==> config.mk <==
export PLATFORM = sky130hd
export DESIGN_NAME = softmax_max_sub_flat
export DESIGN_NICKNAME = d
export VERILOG_FILES = /design/src/rtl/softmax_max_sub_if.sv /design/src/rtl/softmax_max_sub.sv /design/src/flat_wrapper.sv
export SDC_FILE = /design/constraint.sdc
export NUM_CORES = 1
export LEC_CHECK = 0
export CORE_ASPECT_RATIO = 0.6
export CORE_UTILIZATION = 50
export CTS_CLUSTER_DIAMETER = 30
export CTS_CLUSTER_SIZE = 8
export DETAILED_ROUTE_END_ITERATION = 10
export PLACE_DENSITY = 0.63
export REMOVE_ABC_BUFFERS = 1
export SYNTH_ARGS = -nofsm -noshare
export SYNTH_HDL_FRONTEND = slang
export SYNTH_SLANG_ARGS = --single-unit
==> constraint.sdc <==
create_clock -name clock -period 5.9 [get_ports clock]
set_clock_uncertainty 0.2 [all_clocks]
set_input_delay 1.18 -clock clock [delete_from_list [all_inputs] [get_ports clock]]
set_output_delay 1.18 -clock clock [all_outputs]
set_load 0.03 [all_outputs]
==> src/rtl/softmax_max_sub_if.sv <==
`default_nettype none
// ============================================================================
// Module      : softmax_max_sub_if
// Description : Stream bundle between the score source, the max-subtract
//               stage and the downstream exp lookup.
//               Input side : ivalid, iready, bin_in
//                            (signed 8-bit score)
//               Output side: ovalid, oready, bin_out
//                            (signed 8-bit score minus the row max),
//                            olast (last element of a row)
//               Modports   : slave  - the max-subtract stage
//                            master - the environment that drives it
// Revision    : 1.0 - initial release
// ============================================================================
interface softmax_max_sub_if;
    logic       ivalid;
    logic       iready;
    logic [7:0] bin_in;
    logic       ovalid;
    logic       oready;
    logic [7:0] bin_out;
    logic       olast;

    modport slave (
        input  ivalid,
        input  bin_in,
        input  oready,
        output iready,
        output ovalid,
        output bin_out,
        output olast
    );

    modport master (
        output ivalid,
        output bin_in,
        output oready,
        input  iready,
        input  ovalid,
        input  bin_out,
        input  olast
    );
endinterface
`default_nettype wire

==> src/rtl/softmax_max_sub.sv <==
`default_nettype none
// ============================================================================
// Module      : softmax_max_sub
// Description : Buffers one row of ROW_LEN signed 8-bit scores while
//               tracking the running maximum. It then streams every
//               buffered score minus the row maximum (always <= 0), with
//               saturation at -128, one element per cycle.
// Ports       : clock  - single clock, rising edge
//               resetn - asynchronous active-low reset
//               bus    - softmax_max_sub_if.slave
//                        (ivalid/iready/bin_in in,
//                         ovalid/oready/bin_out/olast out)
// Parameters  : ROW_LEN - elements per row, 2..64
// Revision    : 1.0 - initial release
// ============================================================================
module softmax_max_sub #(
    parameter int ROW_LEN = 16
) (
    input  wire logic         clock,
    input  wire logic         resetn,
    softmax_max_sub_if.slave  bus
);

    localparam int                CNT_W      = (ROW_LEN > 1) ? $clog2(ROW_LEN) : 1;
    localparam logic [CNT_W-1:0]  C_LAST_IDX = CNT_W'(ROW_LEN - 1);

    generate
        if (ROW_LEN < 2 || ROW_LEN > 64) begin : g_row_len_check
            $error("softmax_max_sub: ROW_LEN must be within 2..64");
        end
    endgenerate

    typedef enum logic [0:0] {
        S_FILL  = 1'b0,
        S_DRAIN = 1'b1
    } state_t;

    state_t             r_state;
    state_t             w_state_nxt;
    logic [CNT_W-1:0]   r_wr_cnt;
    logic [CNT_W-1:0]   r_rd_cnt;
    logic [7:0]         r_max;
    logic [7:0]         r_bin_out;
    logic               r_olast;
    logic [7:0]         r_buf [ROW_LEN];

    logic               w_iready;
    logic               w_ovalid;
    logic               w_in_xfer;
    logic               w_in_last;
    logic               w_out_xfer;
    logic               w_out_last;
    logic [7:0]         w_row_max;
    logic [CNT_W-1:0]   w_rd_nxt;

    // Difference x - m is formed in 9 bits so it cannot wrap; since m is the
    // row max the result lies in [-255, 0]. Values below -128 have bit 8 set
    // and bit 7 clear, and clamp to -128.
    function automatic logic [7:0] sat_diff(input logic [7:0] x, input logic [7:0] m);
        logic [8:0] d;
        d = {x[7], x} - {m[7], m};
        return (d[8] & ~d[7]) ? 8'h80 : d[7:0];
    endfunction

    // iready is gated by resetn so it stays low for the whole reset window
    // and rises as soon as reset is released.
    assign w_iready   = (r_state == S_FILL) & resetn;
    assign w_ovalid   = (r_state == S_DRAIN);
    assign w_in_xfer  = bus.ivalid & w_iready;
    assign w_in_last  = w_in_xfer & (r_wr_cnt == C_LAST_IDX);
    assign w_out_xfer = w_ovalid & bus.oready;
    assign w_out_last = w_out_xfer & r_olast;
    assign w_rd_nxt   = r_rd_cnt + CNT_W'(1);

    // Running max including the element being accepted this cycle; the
    // first element of a row loads it unconditionally.
    always_comb begin
        w_row_max = r_max;
        if (r_wr_cnt == '0) begin
            w_row_max = bus.bin_in;
        end else if ($signed(bus.bin_in) > $signed(r_max)) begin
            w_row_max = bus.bin_in;
        end
    end

    always_ff @(posedge clock or negedge resetn) begin
        if (!resetn) begin
            r_state <= S_FILL;
        end else begin
            r_state <= w_state_nxt;
        end
    end

    always_comb begin
        w_state_nxt = r_state;
        case (r_state)
            S_FILL:  if (w_in_last)  w_state_nxt = S_DRAIN;
            S_DRAIN: if (w_out_last) w_state_nxt = S_FILL;
            default: w_state_nxt = S_FILL;
        endcase
    end

    always_ff @(posedge clock or negedge resetn) begin
        if (!resetn) begin
            r_wr_cnt  <= '0;
            r_rd_cnt  <= '0;
            r_max     <= 8'h00;
            r_bin_out <= 8'h00;
            r_olast   <= 1'b0;
        end else begin
            if (w_in_xfer) begin
                r_max    <= w_row_max;
                r_wr_cnt <= w_in_last ? '0 : r_wr_cnt + CNT_W'(1);
            end
            if (w_in_last) begin
                // Element 0 is already in the buffer; the max must include
                // the element arriving on this same edge.
                r_rd_cnt  <= '0;
                r_bin_out <= sat_diff(r_buf[0], w_row_max);
                r_olast   <= 1'b0;
            end else if (w_out_xfer && !r_olast) begin
                r_rd_cnt  <= w_rd_nxt;
                r_bin_out <= sat_diff(r_buf[w_rd_nxt], r_max);
                r_olast   <= (w_rd_nxt == C_LAST_IDX);
            end
        end
    end

    // Row storage carries no reset; every entry is written before it is read.
    always_ff @(posedge clock) begin
        if (w_in_xfer) begin
            r_buf[r_wr_cnt] <= bus.bin_in;
        end
    end

    assign bus.iready  = w_iready;
    assign bus.ovalid  = w_ovalid;
    assign bus.bin_out = r_bin_out;
    assign bus.olast   = r_olast;

endmodule
`default_nettype wire

==> src/flat_wrapper.sv <==
// flat-port wrapper written by rule: the top's interface ports become plain ports
module softmax_max_sub_flat 
#(
    parameter int ROW_LEN = 16
)
  (clock, resetn, bus_ivalid, bus_bin_in, bus_oready, bus_iready, bus_ovalid, bus_bin_out, bus_olast);
  softmax_max_sub_if bus_i ();
  input  wire logic clock;
  input  wire logic resetn;
  input wire logic [$bits(bus_i.ivalid)-1:0] bus_ivalid;
  input wire logic [$bits(bus_i.bin_in)-1:0] bus_bin_in;
  input wire logic [$bits(bus_i.oready)-1:0] bus_oready;
  output wire logic [$bits(bus_i.iready)-1:0] bus_iready;
  output wire logic [$bits(bus_i.ovalid)-1:0] bus_ovalid;
  output wire logic [$bits(bus_i.bin_out)-1:0] bus_bin_out;
  output wire logic [$bits(bus_i.olast)-1:0] bus_olast;
  assign bus_i.ivalid = bus_ivalid;
  assign bus_i.bin_in = bus_bin_in;
  assign bus_i.oready = bus_oready;
  assign bus_iready = bus_i.iready;
  assign bus_ovalid = bus_i.ovalid;
  assign bus_bin_out = bus_i.bin_out;
  assign bus_olast = bus_i.olast;
  softmax_max_sub #(.ROW_LEN(ROW_LEN)) u_core (.clock(clock), .resetn(resetn), .bus(bus_i));
endmodule
Word-level counts from Yosys, hierarchy flattened --
Memory sizes are Yosys's and may differ from the RTL's. Cells that the tools add are included.
Storage, ports and cells: memories 1, input port bits 12, logic and storage cells 44, output and inout port bits 11, bits in registers 26, bits in writable memories 128
Memory list:
- u_core.r_buf | depth 16, width 8, rd ports 2, clocked after memory_dff 0, wr ports 1, RTL line softmax_max_sub.sv:45 | logic [7:0] r_buf [ROW_LEN];
Operators by class: equality and inequality tests 2, $lt $le $gt $ge 1, $add $sub $neg 4, bitwise logic cells 10, multiplexer cells 16, reduce and logical (&&, ||, !) cells 4
Operator list (count):
- $mux W8 | 6
- $sub A8 B8 Y9 | 2
- $mux W4 | 3
- $add A4 B1 Y4 const B | 2
- $eq A4 B4 Y1 const B | 2
- $gt A8 B8 Y1 | 1
- $and A1 B1 Y1 | 7
- $mux W1 | 6
- $logic_not A4 Y1 | 1
- $not A1 Y1 | 3
- $pmux W1 S2 | 1
- $reduce_bool A2 Y1 | 1
- $logic_and A1 B1 Y1 | 1
- $logic_not A1 Y1 | 1

Longest topological paths before layout --
Gate-level depths: netlist of run 1.
depth after elaboration 8, mapped depth 20, depth with buffers taken out 18

Worst setup path before layout of run 1 --
Ideal clock, no wire load.
kind register to register, start register u_core.r_rd_cnt[0], end register u_core.r_bin_out[3] (netlist: u_core.bus.bin_out[3]), required time 5624 ps, period minus slack after synthesis 5182 ps, arrival time 4906 ps, cell stages (with the launch flop) 20, slack 718 ps, setup time 76 ps, path buffers 4, path through dfrtp_1 -> clkbuf_1 -> buf_1 -> inv_1 -> ha_1 -> clkbuf_1 -> clkbuf_1 -> mux4_2 -> mux4_2 -> ha_1 -> nor2b_1 -> o21ai_0 -> a21boi_1 -> o21ai_0 -> a21boi_1 -> o21ai_0 -> nand2b_1 -> a311o_1 -> o31a_1 -> o21ai_1
Between the ends: longest elaborated chain between the ends 8
Ends and longest elaborated chain:
- from (decl) | RTL line softmax_max_sub.sv:41 | logic [CNT_W-1:0] r_rd_cnt;
- from (signal assigned) | RTL line softmax_max_sub.sv:122 | r_rd_cnt <= w_rd_nxt;
- $add A4 B1 Y4 * | RTL line softmax_max_sub.sv:73 | assign w_rd_nxt = r_rd_cnt + CNT_W'(1);
- $mem_v2 Z16 W8 *
- $sub A8 B8 Y9 * | RTL line softmax_max_sub.sv:61 | d = {x[7], x} - {m[7], m};
- $not A1 Y1 | RTL line softmax_max_sub.sv:62 | return (d[8] & ~d[7]) ? 8'h80 : d[7:0];
- $and A1 B1 Y1 | RTL line softmax_max_sub.sv:62
- $mux W8 * | RTL line softmax_max_sub.sv:62
- $mux W8 * | RTL line softmax_max_sub.sv:121 | end else if (w_out_xfer && !r_olast) begin
- $mux W8 * | RTL line softmax_max_sub.sv:115 | if (w_in_last) begin
- to (signal assigned) | RTL line softmax_max_sub.sv:119 | r_bin_out <= sat_diff(r_buf[0], w_row_max);
- to (signal assigned) | RTL line softmax_max_sub.sv:123 | r_bin_out <= sat_diff(r_buf[w_rd_nxt], r_max);
- to (decl) | RTL line softmax_max_sub.sv:43 | logic [7:0] r_bin_out;
Every way passes the cells marked *; elsewhere a longest branch is shown, timed or not. The select of a mux whose other input is x is not followed. A chain may end at the register's enable or synchronous reset.

Final worst setup path of run 1 --
start input bus_bin_in[4], end register u_core.r_bin_out[1] (netlist: u_core.bus.bin_out[1])
Between the ends: longest elaborated chain between the ends 8
Ends and longest elaborated chain:
- from (decl) | RTL line flat_wrapper.sv:11 | input wire logic [$bits(bus_i.bin_in)-1:0] bus_bin_in;
- $gt A8 B8 Y1 | RTL line softmax_max_sub.sv:81 | end else if ($signed(bus.bin_in) > $signed(r_max)) begin
- $mux W8 | RTL line softmax_max_sub.sv:81
- $mux W8 * | RTL line softmax_max_sub.sv:79 | if (r_wr_cnt == '0) begin
- $sub A8 B8 Y9 * | RTL line softmax_max_sub.sv:61
- $not A1 Y1 | RTL line softmax_max_sub.sv:62
- $and A1 B1 Y1 | RTL line softmax_max_sub.sv:62
- $mux W8 * | RTL line softmax_max_sub.sv:62
- $mux W8 * | RTL line softmax_max_sub.sv:115
Every way passes the cells marked *; elsewhere a longest branch is shown, timed or not.

==> results of run 1 <==
==> worst reg2reg max path, stage by stage, from the launching register on <==
cell	delay (ps)
dfrtp_2	360
buf_4	540
ha_1	310
xnor2_1	120
buf_4	230
mux4_2	560
ha_1	280
nor2b_1	120
o21ai_0	220
a21boi_1	130
o21ai_0	230
a21boi_1	120
o21ai_0	230
nor4bb_1	260
a311o_1	440
a2bb2oi_1	220
o21ai_1	80
==> synth_stat cells (2+ instances only) <==
master	n	share of area, %
a31oi_1	2	0.17
nor2b_1	5	0.43
buf_1	3	0.16
a21oi_1	6	0.42
a21o_1	7	0.73
nand2b_1	4	0.35
nand2_1	31	1.6
o21ai_1	6	0.42
and2_1	4	0.35
fa_1	2	0.56
o221ai_2	5	1.0
nand3_1	7	0.49
ha_1	27	4.7
mux4_2	40	12
clkbuf_1	10	0.52
nand4_1	4	0.35
nor3_1	6	0.42
xnor2_1	13	1.6
inv_1	25	1.3
xor2_1	4	0.49
dfrtp_1	26	9.0
o311a_1	2	0.28
and3b_1	2	0.24
a311o_1	2	0.28
nor2_1	20	1.0
mux2_2	8	1.2
o21ai_0	9	0.62
edfxtp_1	128	53
a21boi_1	2	0.21
mux2i_1	5	0.69
o31ai_1	2	0.21
o21a_1	2	0.21
==> cell families (layout without fill, tap and decap cells) <==
kind of cell             Yosys count  count (layout)
AND/OR/NAND/NOR                   93              93
buffers and inverters             39              99
adder cells (fa/ha/maj)           30              30
AO/OA/AOI/OAI                     63              63
multiplexers                      53              53
XOR/XNOR                          17              17
flip-flops                       154             154
==> where the power goes <==
part           total [mW]  switching [mW]  internal, mW
registers            1.40          0.0983          1.30
logic                2.17            1.19         0.987
clock network        1.13           0.453         0.675
==> final timing paths <==
path                                                        start                                 to  slack, ps
worst max-delay path                                bus_bin_in[4]  u_core.bus.bin_out[1]$_DFFE_PN0P_        720
worst min-delay path            u_core.bus.bin_out[5]$_DFFE_PN0P_  u_core.bus.bin_out[5]$_DFFE_PN0P_        300
worst max register to register     u_core.r_rd_cnt[0]$_DFFE_PN0P_  u_core.bus.bin_out[6]$_DFFE_PN0P_       1130
worst min register to register  u_core.bus.bin_out[5]$_DFFE_PN0P_  u_core.bus.bin_out[5]$_DFFE_PN0P_        300
max in group asynchronous                                  resetn     u_core.r_wr_cnt[0]$_DFFE_PN0P_       4270
min in group asynchronous                                  resetn       u_core.bus.olast$_DFFE_PN0P_        940
==> cell usage in the layout, fill, tap and decap left out, types with 3 or more instances in the layout <==
cell / instances
mux4_2: 40
nor2b_1: 5
nand2_1: 31
nor3_1: 6
xor2_1: 4
mux2i_1: 5
o21ai_0: 9
nand3_1: 7
nand2b_1: 4
edfxtp_1: 128
dfrtp_1: 25
clkdlybuf4s50_1: 22
buf_4: 20
nand4_1: 4
a21oi_1: 6
mux2_2: 8
clkinv_4: 3
and2_1: 4
xnor2_1: 13
inv_1: 25
o21ai_1: 6
clkbuf_16: 17
ha_1: 27
bufinv_16: 3
o221ai_2: 5
nor2_1: 20
inv_6: 3
a21o_1: 7
==> registers in the layout, indices dropped and copies added (netlist names), named ones only <==
signal	flops
u_core.r_rd_cnt	4
u_core.r_wr_cnt	4
u_core.bus.bin_out	8
u_core.r_max	7
u_core.bus.ovalid	1
u_core.r_buf	128
u_core.bus.olast	1
==> layer usage <==
layer | vias to the layer above | GRT usage, % | wire length (µm)
li1 | 1864 | - | -
met1 | 2161 | 39.0 | 8250
met2 | 153 | 33.2 | 6920
met3 | 19 | 7.36 | 1410
met4 | 0 | 6.07 | 159
met5 | - | 0 | 0
==> final cells by class <==
| type | instances | area, µm² | share of cell area [%] |
|---|---|---|---|
| tap | 192 | 240 | 2.86 |
| clock inverter | 15 | 189 | 2.25 |
| multi-input combinational | 256 | 2570 | 30.7 |
| sequential | 154 | 4500 | 53.6 |
| inverter | 25 | 93.8 | 1.12 |
| clock buffer | 17 | 425 | 5.07 |
| timing repair buffer | 42 | 370 | 4.42 |
==> stage by stage <==
step	utilization (%)	instances	setup slack (ps)	cell area [µm²]	hold WS (ps)
floorplan	-	435	221	7160	289
global placement	56.0	669	384	7770	275
detailed placement	56.0	669	338	7770	286
CTS	60.4	701	748	8390	304
global route	60.4	701	489	8390	327
finish	60.4	701	718	8390	297
==> flow_metrics.tcl, run 1 <==
set metrics [dict create \
    slowest_stage "clkdlybuf4s50_1" \
    period_needed_ps 5180 \
    crit_path_start_kind "primary input" \
    power.leakage_nw 3.03 \
    root_buffer "clkbuf_16" \
    overflow 0 \
    cp-end-kind "flop" \
    cp_data_required_time_ps 6040 \
    synthArstFlopShare_pct 16.9 \
    synth_top_family_by_area "multiplexers" \
    die_y_um 95.0 \
    setup_violations 0 \
    io_buffer_count 22 \
    hp-class "reg -> reg" \
    fin_tns_setup_ps 0 \
    synth-seq-area-share_pct 62.3 \
    n_fill_cell 1064 \
    post_cts_buffers 0 \
    ys.flop_type "edfxtp_1" \
    timing.max_cap.violations 0 \
    ioPinCount 23 \
    max_stage_delay_ps 550 \
    vias 4197 \
    fin_crit_sh_pct 87.8 \
    clkSlewWorstSetupHoldPaths_ps 70 \
    cp_cell_sequence "clkdlybuf4s50_1, ha_1, a21o_1, a2111oi_4, o21ai_4, nor2_8, mux2_2, fa_1, or4_1, o31ai_1, o21ai_2, o21ai_1, a2111o_1, nand2_4, o221ai_2" \
    power.total_mw 4.70 \
    crit_cells 15 \
    start_util_pct 52.0 \
    rsz0062_at_grt "no" \
    synth_cell_type_count 62 \
    slew_headroom_pct 38.0 \
    critical-path-top-delay-family "compound AO/OA/AOI/OAI gates" \
    nNetsFinal 537 \
    first_pass_iters 5 \
    viasPerCell 5.99 \
    finalHoldViolCount 0 \
    synth-seq-cells 154 \
    clock_path_buffers 2 \
    muxShareOfSynthArea_pct 14.4 \
    clock_sinks 154 \
    antenna_found_initial 0 \
    place_congestion 0.854 \
    synth-edff-count 128 \
    final_layout_size_suffix_gt1_share_pct 22.0 \
    hold_buffers 0 \
    fp.coreArea_um2 13900 \
    die_x_um 157 \
    run_status "finished clean" \
    grt_pass1_wl_mm 25.2 \
    path_buf_inv 1 \
    worstMarginPinSlew_ps 926 \
    cts.repair.resized 0 \
    dr.first_iter.drc_count 427 \
    yosysWarnings 0 \
    grt_max_degree 36 \
    drt_wl_total_mm 16.7 \
    antenna_left 0 \
    clkLatencyLatePin_ps 420 \
    max_freq_ghz 0.193 \
    min_path_cells 2 \
    final_max_slew_viol_count 0 \
    drcViolationCount 0 \
    grt_use_total_pct 24.7 \
    synthCells 449 \
    synthXorXnorAreaFrac_pct 2.06 \
    synth.cell_area_um2 7210 \
    synth-simple-area-share_pct 6.57 \
    syn_area_per_cell_um2 16.1 \
    ir_worst_vdd_mv 0.320 \
    grt_pass1_vias 4059 \
    crit_fanout 8 \
    power.density_nw_per_um2 560 \
    htree_levels 4 \
    cts_buffers 17 \
    dieArea_um2 14900 \
    dp_hpwl_mm 12.0 \
    worstSetupPathType "in -> reg" \
    r2r_cells 16 \
    area_delta_synth_final_pct 16.3 \
    rows 33 \
    post_drt_wl_per_cell_um 23.9 \
    cts_tree "yes" \
    antenna_cells 0 \
    worstPathArrival_ps 5320 \
    synth_compound_area_share_pct 7.18 \
    synthAdderAreaFrac_pct 5.39 \
]
Note: power is estimated with default switching activity, not from simulation.
==> run 2, diff against run 1 <==
CORE_ASPECT_RATIO = 1.4   (was 0.6)
SLEW_MARGIN = 20   (was default)
==> run 2 against run 1 <==
  * Sequential power about the same
  * Routed wire length down 11%
  * Global-route usage decreased by 2.8 points
  * Sequential share of layout area rose by 0.064 points
  * Critical path type unchanged
  * Cell count shrank 1.0%
  * Hold slack got worse by 3.9 ps
  * Clock power hardly changed
  * Via count fell by 5.2%
  * Design area shrank 0.12%
  * Highest routed layer unchanged
  * Register-to-register slack lost 340 ps
==> flow_metrics.tcl, run 2 (synthesis results as in run 1) <==
set metrics [dict create \
    power.share.switching_pct 35.9 \
    power.leakage_nw 3.02 \
    start_util_pct 51.6 \
    worstMarginPinSlew_ps 937 \
    area_delta_synth_final_pct 16.1 \
    rsz0062_at_grt "no" \
    overflow 0 \
    max_freq_ghz 0.186 \
    grt_max_degree 31 \
    run_status "finished clean" \
    viasPerCell 5.73 \
    finalHoldViolCount 0 \
    grt_pass1_wl_mm 23.6 \
    dieArea_um2 14900 \
    drcViolationCount 0 \
    worstReg2RegEnd "u_core.bus.bin_out[6]$_DFFE_PN0P_" \
    min_path_cells 2 \
    p_int_mw 2.97 \
    p_comb_share_pct 45.5 \
    cp_data_required_time_ps 6040 \
    cts.repair.resized 0 \
    post_drt_wl_per_cell_um 21.5 \
    crit_fanout 19 \
    rows 51 \
    worstPathArrival_ps 5520 \
    r2r_cells 15 \
    final_cell_mix "edfxtp_1, mux4_2, nand2_1, ha_1" \
    clock_sinks 154 \
    power.density_nw_per_um2 552 \
    hold_start "u_core.bus.bin_out[1]$_DFFE_PN0P_" \
    grt_use_total_pct 22.0 \
    antenna_found_initial 0 \
    seq_power_share_pct 30.2 \
    io_buffer_count 22 \
    ir_worst_vdd_mv 0.298 \
    clkSlewWorstSetupHoldPaths_ps 60 \
    grt_pass1_vias 4210 \
    largest_reg_flops 128 \
    slowest_stage "clkdlybuf4s50_1" \
    clock_path_buffers 2 \
    max_stage_delay_ps 720 \
    cts_buffers 17 \
    fp.coreArea_um2 14000 \
    hp-class "reg -> reg" \
    final_layout_size_suffix_gt1_share_pct 22.2 \
    cp-end-kind "flop" \
    n_fill_cell 1051 \
    htree_levels 4 \
    crit_path_start_kind "primary input" \
    slew_headroom_pct 37.3 \
    hold_buffers 0 \
    r2r_setup_slack_ps 790 \
    first_pass_iters 4 \
    final_max_slew_viol_count 0 \
    antenna_left 0 \
    hold_ws_ps 293 \
    post_cts_buffers 0 \
    die_x_um 104 \
    p_clk_share_pct 24.3 \
    cp_cell_sequence "clkdlybuf4s50_1, ha_1, nand4_1, o2bb2ai_1, o21ai_4, nor2_8, mux2_2, fa_1, or4_1, o31ai_1, o21ai_2, a21boi_0, a2111o_1, nand2_4, o221ai_2" \
    final_common_cell "edfxtp_1" \
    drt_wl_total_mm 14.9 \
    dr.first_iter.drc_count 237 \
    clkLatencyLatePin_ps 420 \
    nNetsFinal 537 \
    worstSetupPathType "in -> reg" \
    die_y_um 144 \
    place_congestion 0.852 \
    setup_violations 0 \
    ioPinCount 23 \
    power_switching_mw 1.66 \
    period_needed_ps 5380 \
    vias 3978 \
    whs_endpoint "u_core.bus.bin_out[1]$_DFFE_PN0P_" \
    r2r-start "u_core.r_rd_cnt[0]$_DFFE_PN0P_" \
    dp_hpwl_mm 10.9 \
    timing.max_cap.violations 0 \
    antenna_cells 0 \
    cts_tree "yes" \
    fin_crit_sh_pct 91.3 \
    fin_tns_setup_ps 0 \
    root_buffer "clkbuf_16" \
    top_register "u_core.r_buf" \
]
==> run 2: cell count changes in the layout (fill, tap and decap cells not counted), sizes merged <==
cell / change
clkinvlp: +2
clkinv: -2
==> run 2: worst max-delay path, delay by kind of cell <==
family / cells / cell delay (ps)
mux: 1 / 380
compound gates: 7 / 1260
simple gates: 4 / 980
buf+inv: 1 / 720
fa+ha+maj: 2 / 990
==> run 2: power groups by stage <==
| stage | logic (mW) | registers [mW] | clock network, mW |
|---|---|---|---|
| 4_1_cts | 2.13 | 1.40 | 1.14 |
| 2_1_floorplan | 1.48 | 1.49 | 0 |
| 6_report | 2.10 | 1.40 | 1.12 |
| 3_3_place_gp | 2.08 | 1.42 | 0 |
| 3_5_place_dp | 2.12 | 1.42 | 0 |
| 5_1_grt | 2.29 | 1.42 | 1.18 |
==> run 2: layer usage <==
metal | up-vias | GRT usage (%) | share of wire [%] | wire length [µm]
li1 | 1849 | - | - | -
met1 | 2017 | 24.8 | 40 | 5890
met2 | 84 | 39.7 | 54 | 8060
met3 | 28 | 4.10 | 3.2 | 473
met4 | 0 | 11.9 | 3.2 | 471
met5 | - | 0 | 0 | 0
==> run 2: final cells by class <==
cell class                 count  area, µm²  share of cell area [%]
timing repair buffer          42        370                    4.42
tap                          185        231                    2.76
sequential                   154       4500                    53.7
clock inverter                15        188                    2.24
multi-input combinational    256       2570                    30.7
inverter                      25       93.8                    1.12
clock buffer                  17        425                    5.08
==> run 2: how the worst max path moves through the flow <==
stage / from / end / slack [ps] / cells after the start
after floorplan: u_core.r_rd_cnt[0]$_DFFE_PN0P_ / u_core.bus.bin_out[3]$_DFFE_PN0P_ / 220 / 15
after global placement: bus_bin_in[7] / u_core.bus.bin_out[0]$_DFFE_PN0P_ / 300 / 15
after detailed placement: bus_bin_in[7] / u_core.bus.bin_out[0]$_DFFE_PN0P_ / 80 / 17
after CTS: bus_bin_in[7] / u_core.bus.bin_out[1]$_DFFE_PN0P_ / 510 / 15
after global routing: bus_bin_in[7] / u_core.bus.bin_out[1]$_DFFE_PN0P_ / 190 / 15
final: bus_bin_in[7] / u_core.bus.bin_out[0]$_DFFE_PN0P_ / 520 / 15
==> run 2: stage by stage <==
stage | area (µm²) | total power, mW | cells | util, % | setup WS [ps]
2_1_floorplan | 7160 | 2.96 | 435 | - | 221
6_report | 8380 | 4.63 | 694 | 59.9 | 516
3_3_place_gp | 7760 | 3.50 | 662 | 55.5 | 298
5_1_grt | 8380 | 4.89 | 694 | 59.9 | 190
4_1_cts | 8380 | 4.67 | 694 | 59.9 | 513
3_5_place_dp | 7760 | 3.54 | 662 | 55.5 | 79.9
==> variant 1, RTL diff (settings of run 1) <==
`ROW_LEN` is set to 16 in 2 places; all go to 32.
--- a/src/rtl/softmax_max_sub.sv
+++ b/src/rtl/softmax_max_sub.sv
@@ -14,7 +14,7 @@
 // Revision    : 1.0 - initial release
 // ============================================================================
 module softmax_max_sub #(
-    parameter int ROW_LEN = 16
+    parameter int ROW_LEN = 32
 ) (
     input  wire logic         clock,
     input  wire logic         resetn,
--- a/src/flat_wrapper.sv
+++ b/src/flat_wrapper.sv
@@ -1,7 +1,7 @@
 // flat-port wrapper written by rule: the top's interface ports become plain ports
 module softmax_max_sub_flat 
 #(
-    parameter int ROW_LEN = 16
+    parameter int ROW_LEN = 32
 )
   (clock, resetn, bus_ivalid, bus_bin_in, bus_oready, bus_iready, bus_ovalid, bus_bin_out, bus_olast);
   softmax_max_sub_if bus_i ();
Behaviour: same outputs for any inputs over 10 cycles, from zero or initial values and one cycle with resetn low; that may be too few to reach the edited logic, so the function may still have changed.
==> variant 1 against run 1 <==
Count of clock-buffer cells in the layout grew 33. Wire length up 77%. Sequential cell count up 130. Register-to-register slack worse by 590 ps. Global-route usage up 0.084 points. Setup slack got worse by 190 ps. Final area increased by 72%. Synthesized area increased by 71%. Sequential power grew 74%. Total power up 42%. Critical endpoint is now u_core.bus.bin_out[7]. Largest power group is now clock.
==> variant 1: results (changes against run 1) <==
| Metric | Value |
|---|---|
| Yosys warns | `0 (unchanged)` |
| Clock Latency Late Sink | `560 ps (was 420 ps)` |
| Gpl congestion | `0.849 (was 0.854)` |
| Slowest stage cell, crit path | `clkdlybuf4s50_1 (unchanged)` |
| CTS clk-pin slew, worst paths | `50 ps (was 70 ps)` |
| VDD IR max | `280 uV (was 320 uV)` |
| Largest register FFs | `256 (was 128)` |
| DRC Markers | `0 (unchanged)` |
| Wirelength, routed | `29700 um (was 16700 um)` |
| IO Port Bufs | `22 (unchanged)` |
| H-tree depth | `2 (was 4)` |
| Dpl hpwl | `19500 um (was 12000 um)` |
| Vias in the first global route | `6568 (was 4059)` |
| Synth Area per Inst | `18.3 sq um (was 16.1 sq um)` |
| Largest net degree at the start of global routing | `49 (was 36)` |
| First-pass GRT wire length | `43900 um (was 25200 um)` |
| Ys async rst share | `9.86% (was 16.9%)` |
| Hold Crit Depth | `2 (unchanged)` |
| # fillers | `1733 (was 1064)` |
| Max Fanout on Critical Path | `4 (was 8)` |
| Drt via density | `6.24 (was 5.99)` |
| Non-filler instance count after layout | `1076 (was 701)` |
| Starting DRT DRC Count | `668 (was 427)` |
| Worst Hold Class | `reg2reg (unchanged)` |
| Cts repair resizes | `0 (unchanged)` |
| Layout cells sized above 1 | `25.5% (was 22.0%)` |
| Fin nets | `780 (was 537)` |
| Inst Count DP | `1012 (was 669)` |
| Most frequent cells after synthesis | `edfxtp_1 (256), mux4_2 (80), nor2_1 (42), dfrtp_1 (28), ha_1 (28) (was edfxtp_1 (128), mux4_2 (40), nand2_1 (31), ha_1 (27), dfrtp_1 (26))` |
| Number of clock buffers inserted by TritonCTS | `46 (was 17)` |
| Worst path top cell family by delay | `compound AO/OA/AOI/OAI gates (unchanged)` |
| GRT Overall Usage | `24.8% (was 24.7%)` |
| Post-synthesis sequential area ratio | `68.0% (was 62.3%)` |
| Largest cells by area after synthesis | `edfxtp_1 (62%), mux4_2 (15%), dfrtp_1 (5.7%) (was edfxtp_1 (53%), mux4_2 (12%), dfrtp_1 (9.0%))` |
| Max-slew headroom | `36.1% (was 38.0%)` |
| Hold_buf cts | `0 (unchanged)` |
| Lkg Pwr | `0.00489 uW (was 0.00303 uW)` |
| FF-to-FF path depth | `17 (was 16)` |
| Worst EP arrival | `5610 ps (was 5320 ps)` |
| Antenna violations before repair | `1 (was 0)` |
| Post-synth EDFFs | `256 (was 128)` |
| Max stage delay on crit path | `510 ps (was 550 ps)` |
| Status | `finished clean (unchanged)` |
| Post-synth cell types | `58 (was 62)` |
| Clock buffer depth | `3 (was 2)` |
variant 1: cell type report:
type	count	area [sq um]	share of cell area (%)
Timing Repair Buffer	42	395	2.74
Clock inverter	14	218	1.51
Multi-Input combinational cell	337	3740	26.0
Clock buffer	50	1170	8.09
Sequential cell	284	8390	58.2
Tap cell	322	403	2.79
Inverter	27	101	0.703
variant 1: metal layers:
| metal | part of all wire, % | track usage [%] |
|---|---|---|
| met5 | 0 | 0 |
| met2 | 42 | 33.5 |
| met4 | 1.7 | 6.39 |
| met1 | 45 | 38.4 |
| met3 | 11 | 8.22 |
variant 1: cell families (layout without fill, tap and decap cells):
group                      count (synthesis)  after routing  share of synthesized area (%)
DFF                                      284            284                           68.0
and+or+nand+nor                          111            111                           4.47
muxes                                    108            108                           17.1
AOI/OAI and AO/OA                         69             69                           4.10
buffers and inverters                     52            133                           1.72
adders and majority gates                 34             34                           3.51
xor gates and xnor gates                  15             15                           1.07
variant 1: worst paths after layout:
| path | slack (ps) | endpoint | start |
|---|---|---|---|
| min in group asynchronous | 980 | u_core.bus.olast | resetn |
| worst min-delay path | 340 | u_core.r_rd_cnt[4] | u_core.r_rd_cnt[4] |
| worst max register to register | 540 | u_core.bus.bin_out[6] | u_core.r_rd_cnt[0] |
| max in group asynchronous | 4200 | u_core.r_rd_cnt[0] | resetn |
| worst max-delay path | 520 | u_core.bus.bin_out[7] | bus_bin_in[5] |
| worst min register to register | 340 | u_core.r_rd_cnt[4] | u_core.r_rd_cnt[4] |
variant 1: through the flow:
stage               total power (uW)  cell area [sq um]  hold WS, ps  utilization, %  worst slack (ps)
floorplan                       3670              12200          269               -             -1630
global placement                4180              13000          287            53.9              10.8
detailed placement              4210              13000          322            53.9             -5.55
CTS                             6700              14400          332            59.7               541
global route                    6950              14400          353            59.7               188
finish                          6670              14400          338            59.7               525
variant 1: worst reg2reg max path, stage by stage (launching register included):
cell	delay [ps]
dfrtp_4	700
inv_1	110
ha_2	530
buf_12	280
mux4_2	390
mux4_2	530
mux2i_1	340
inv_1	80
ha_1	290
nor2b_1	120
o21ai_0	200
a21oi_1	140
or3_1	320
a21oi_1	170
xor2_1	100
a21oi_1	440
a22oi_1	200
o31ai_1	110
variant 1: where the power goes:
group	internal (uW)	leakage, uW	switching (uW)
clock network	1570	0.000673	893
registers	2300	0.00267	134
logic	811	0.00156	956
total	4680	0.00489	1980
==> variant 2, RTL diff (settings of run 1) <==
Without the edit above. Make the reset (`resetn`) synchronous in 2 clocked blocks. Comments in the files are not updated.
--- a/src/rtl/softmax_max_sub.sv
+++ b/src/rtl/softmax_max_sub.sv
@@ -83,7 +83,7 @@
         end
     end
 
-    always_ff @(posedge clock or negedge resetn) begin
+    always_ff @(posedge clock) begin
         if (!resetn) begin
             r_state <= S_FILL;
         end else begin
@@ -100,7 +100,7 @@
         endcase
     end
 
-    always_ff @(posedge clock or negedge resetn) begin
+    always_ff @(posedge clock) begin
         if (!resetn) begin
             r_wr_cnt  <= '0;
             r_rd_cnt  <= '0;
Check against the original RTL: no difference found for any inputs over 10 cycles, from zero or initial values and one cycle with resetn low; that may be too few to reach the edited logic, so the function may still have changed.
==> variant 2 against run 1 <==
Maximum frequency fell by 4.4%. Final cell count rose by 8.7%. Synthesized area rose by 2.5%. Setup slack got worse by 240 ps. Critical endpoint is now u_core.bus.bin_out[5]. Largest cell class unchanged. Wire length rose by 1.0%. Highest routed layer unchanged. Final area rose by 2.1%. Sequential cell count did not move.
Power is not compared: it rests on default switching activity, and its combinational part moved more than twofold at a synthesized area within 25%.
==> variant 2: results (changes against run 1) <==
| Metric | Value |
|---|---|
| Status | `finished clean (unchanged)` |
| Largest register FFs | `128 (unchanged)` |
| Hold Crit Depth | `2 (unchanged)` |
| Largest cells by area after synthesis | `edfxtp_1 (52%), mux4_2 (12%), dfxtp_1 (7.0%) (was edfxtp_1 (53%), mux4_2 (12%), dfrtp_1 (9.0%))` |
| CTS clk-pin slew, worst paths | `70 ps (about the same)` |
| Number of clock buffers inserted by TritonCTS | `17 (unchanged)` |
| Initial DRT Pass Iterations | `4 (was 5)` |
| First-pass GRT wire length | `25900 um (was 25200 um)` |
| FF-to-FF path depth | `13 (was 16)` |
| Max Fanout on Critical Path | `6 (was 8)` |
| Ys async rst share | `0% (was 16.9%)` |
| Hold Path End | `u_core.bus.ovalid (was u_core.bus.bin_out[5])` |
| GRT Overall Usage | `23.8% (was 24.7%)` |
| VDD IR max | `169 uV` |
| Clock Latency Late Sink | `420 ps (about the same)` |
| Vias in the first global route | `4283 (was 4059)` |
| # fillers | `1064 (unchanged)` |
| Worst Hold Class | `reg2reg (unchanged)` |
| Most frequent cells after synthesis | `edfxtp_1 (128), nor2_1 (46), mux4_2 (40), ha_1 (27) (was edfxtp_1 (128), mux4_2 (40), nand2_1 (31), ha_1 (27), dfrtp_1 (26))` |
| Share of the synthesized area in the top cell type | `52.0% (was 53.3%)` |
| Post-synth cell types | `61 (was 62)` |
| Drt via density | `6.00 (was 5.99)` |
| Dpl hpwl | `12300 um (was 12000 um)` |
| RR Endpoint | `u_core.bus.bin_out[5] (was u_core.bus.bin_out[6])` |
| Gpl congestion | `0.861 (was 0.854)` |
| Layout cells sized above 1 | `19.6% (was 22.0%)` |
| H-tree depth | `4 (unchanged)` |
| Met3 global-route usage | `4.87% (was 7.36%)` |
| GRT met1 Usage | `37.7% (was 39.0%)` |
| Post-synthesis sequential area ratio | `59.0% (was 62.3%)` |
| Antenna violations before repair | `1 (was 0)` |
| Starting DRT DRC Count | `405 (was 427)` |
| Max-slew headroom | `27.9% (was 38.0%)` |
| Reg-to-reg slack, setup | `810 ps (was 1130 ps)` |
| Fin nets | `598 (was 537)` |
| GRT met2 Usage | `33.2% (about the same)` |
| Place WS | `132 ps (was 338 ps)` |
| Worst EP arrival | `5560 ps (was 5320 ps)` |
| Crit Reg-Reg Startpoint | `u_core.r_rd_cnt[0] (unchanged)` |
| Mean routed wirelength per cell | `22.2 um (was 23.9 um)` |
| Largest net degree at the start of global routing | `35 (was 36)` |
| Worst hold start | `u_core.bus.ovalid (was u_core.bus.bin_out[5])` |
[variant 2: cell types whose count changed in the layout (fill, tap and decap cells not counted), moves of 5 or more]
| cell | run 1 | this run |
|---|---|---|
| a21oi_1 | 6 | 26 |
| dfrtp_1 | 25 | 0 |
| dfxtp_1 | 0 | 25 |
| nand2_1 | 31 | 18 |
| nor2_1 | 20 | 46 |
| nor2b_1 | 5 | 17 |
| o211ai_1 | 1 | 8 |
| o21ai_0 | 9 | 17 |
| o21ai_1 | 6 | 0 |
| o221ai_2 | 5 | 0 |
[variant 2: logic make-up (layout without fill, tap and decap cells)]
family | count (synthesis) | in the layout | synth area share [%]
buffers and inverters | 43 | 101 | 2.32
multiplexers | 48 | 48 | 13.3
AND/OR/NAND/NOR | 128 | 128 | 8.70
adder cells (fa/ha/maj) | 31 | 31 | 5.38
AO/OA/AOI/OAI | 91 | 91 | 9.19
flip-flops | 154 | 154 | 59.0
XOR/XNOR | 17 | 17 | 2.01
[variant 2: cell type report]
cell class / count / share of cell area [%]
Clock buffer: 17 / 4.97
Clock inverter: 15 / 2.29
Inverter: 25 / 1.10
Multi-Input combinational cell: 315 / 33.3
Sequential cell: 154 / 51.0
Tap cell: 192 / 2.81
Timing Repair Buffer: 44 / 4.50
[variant 2: report_power, final]
group          switching, uW  leakage, uW  internal (uW)
combinational            138      0.00125           90.8
sequential              8.56      0.00136           1190
clock                    436     0.000300            708
[variant 2: worst max path at each step]
stage	startpoint	endpoint	slack, ps	cells past startpoint
after floorplan	u_core.r_rd_cnt[0]	u_core.bus.bin_out[5]	130	14
after global placement	bus_bin_in[0]	u_core.bus.bin_out[1]	220	18
after detailed placement	bus_bin_in[0]	u_core.bus.bin_out[5]	130	18
after CTS	bus_bin_in[0]	u_core.bus.bin_out[5]	530	18
after global routing	bus_bin_in[0]	u_core.bus.bin_out[5]	230	19
final	bus_bin_in[0]	u_core.bus.bin_out[5]	480	18
[variant 2: layer usage]
layer	part of all wire, %	vias up
met5	0	-
met4	0.72	0
met3	6.3	12
met2	41	158
met1	52	2323
li1	-	2079
[variant 2: critical path, cell delays in order]
cell and delay [ps]:
clkdlybuf4s50_1 550, inv_1 110, ha_1 300, nand4_1 210, nand2b_1 170, a22o_1 290
nand2_2 90, mux2_2 340, ha_1 210, fa_1 410, nand2b_1 190, a21oi_1 150
o21ai_0 170, mux2_2 330, a211o_1 270, a31oi_4 270, o21ai_2 130, a211oi_2 190
[variant 2: metrics by stage]
step	area, sq um	std cells	total power, uW	hold slack (ps)
after global routing	8560	762	2650	345
after floorplan	7310	494	1360	281
final	8560	762	2570	301
after global placement	7940	730	1440	284
after detailed placement	7940	730	1440	297
after CTS	8560	762	2580	309
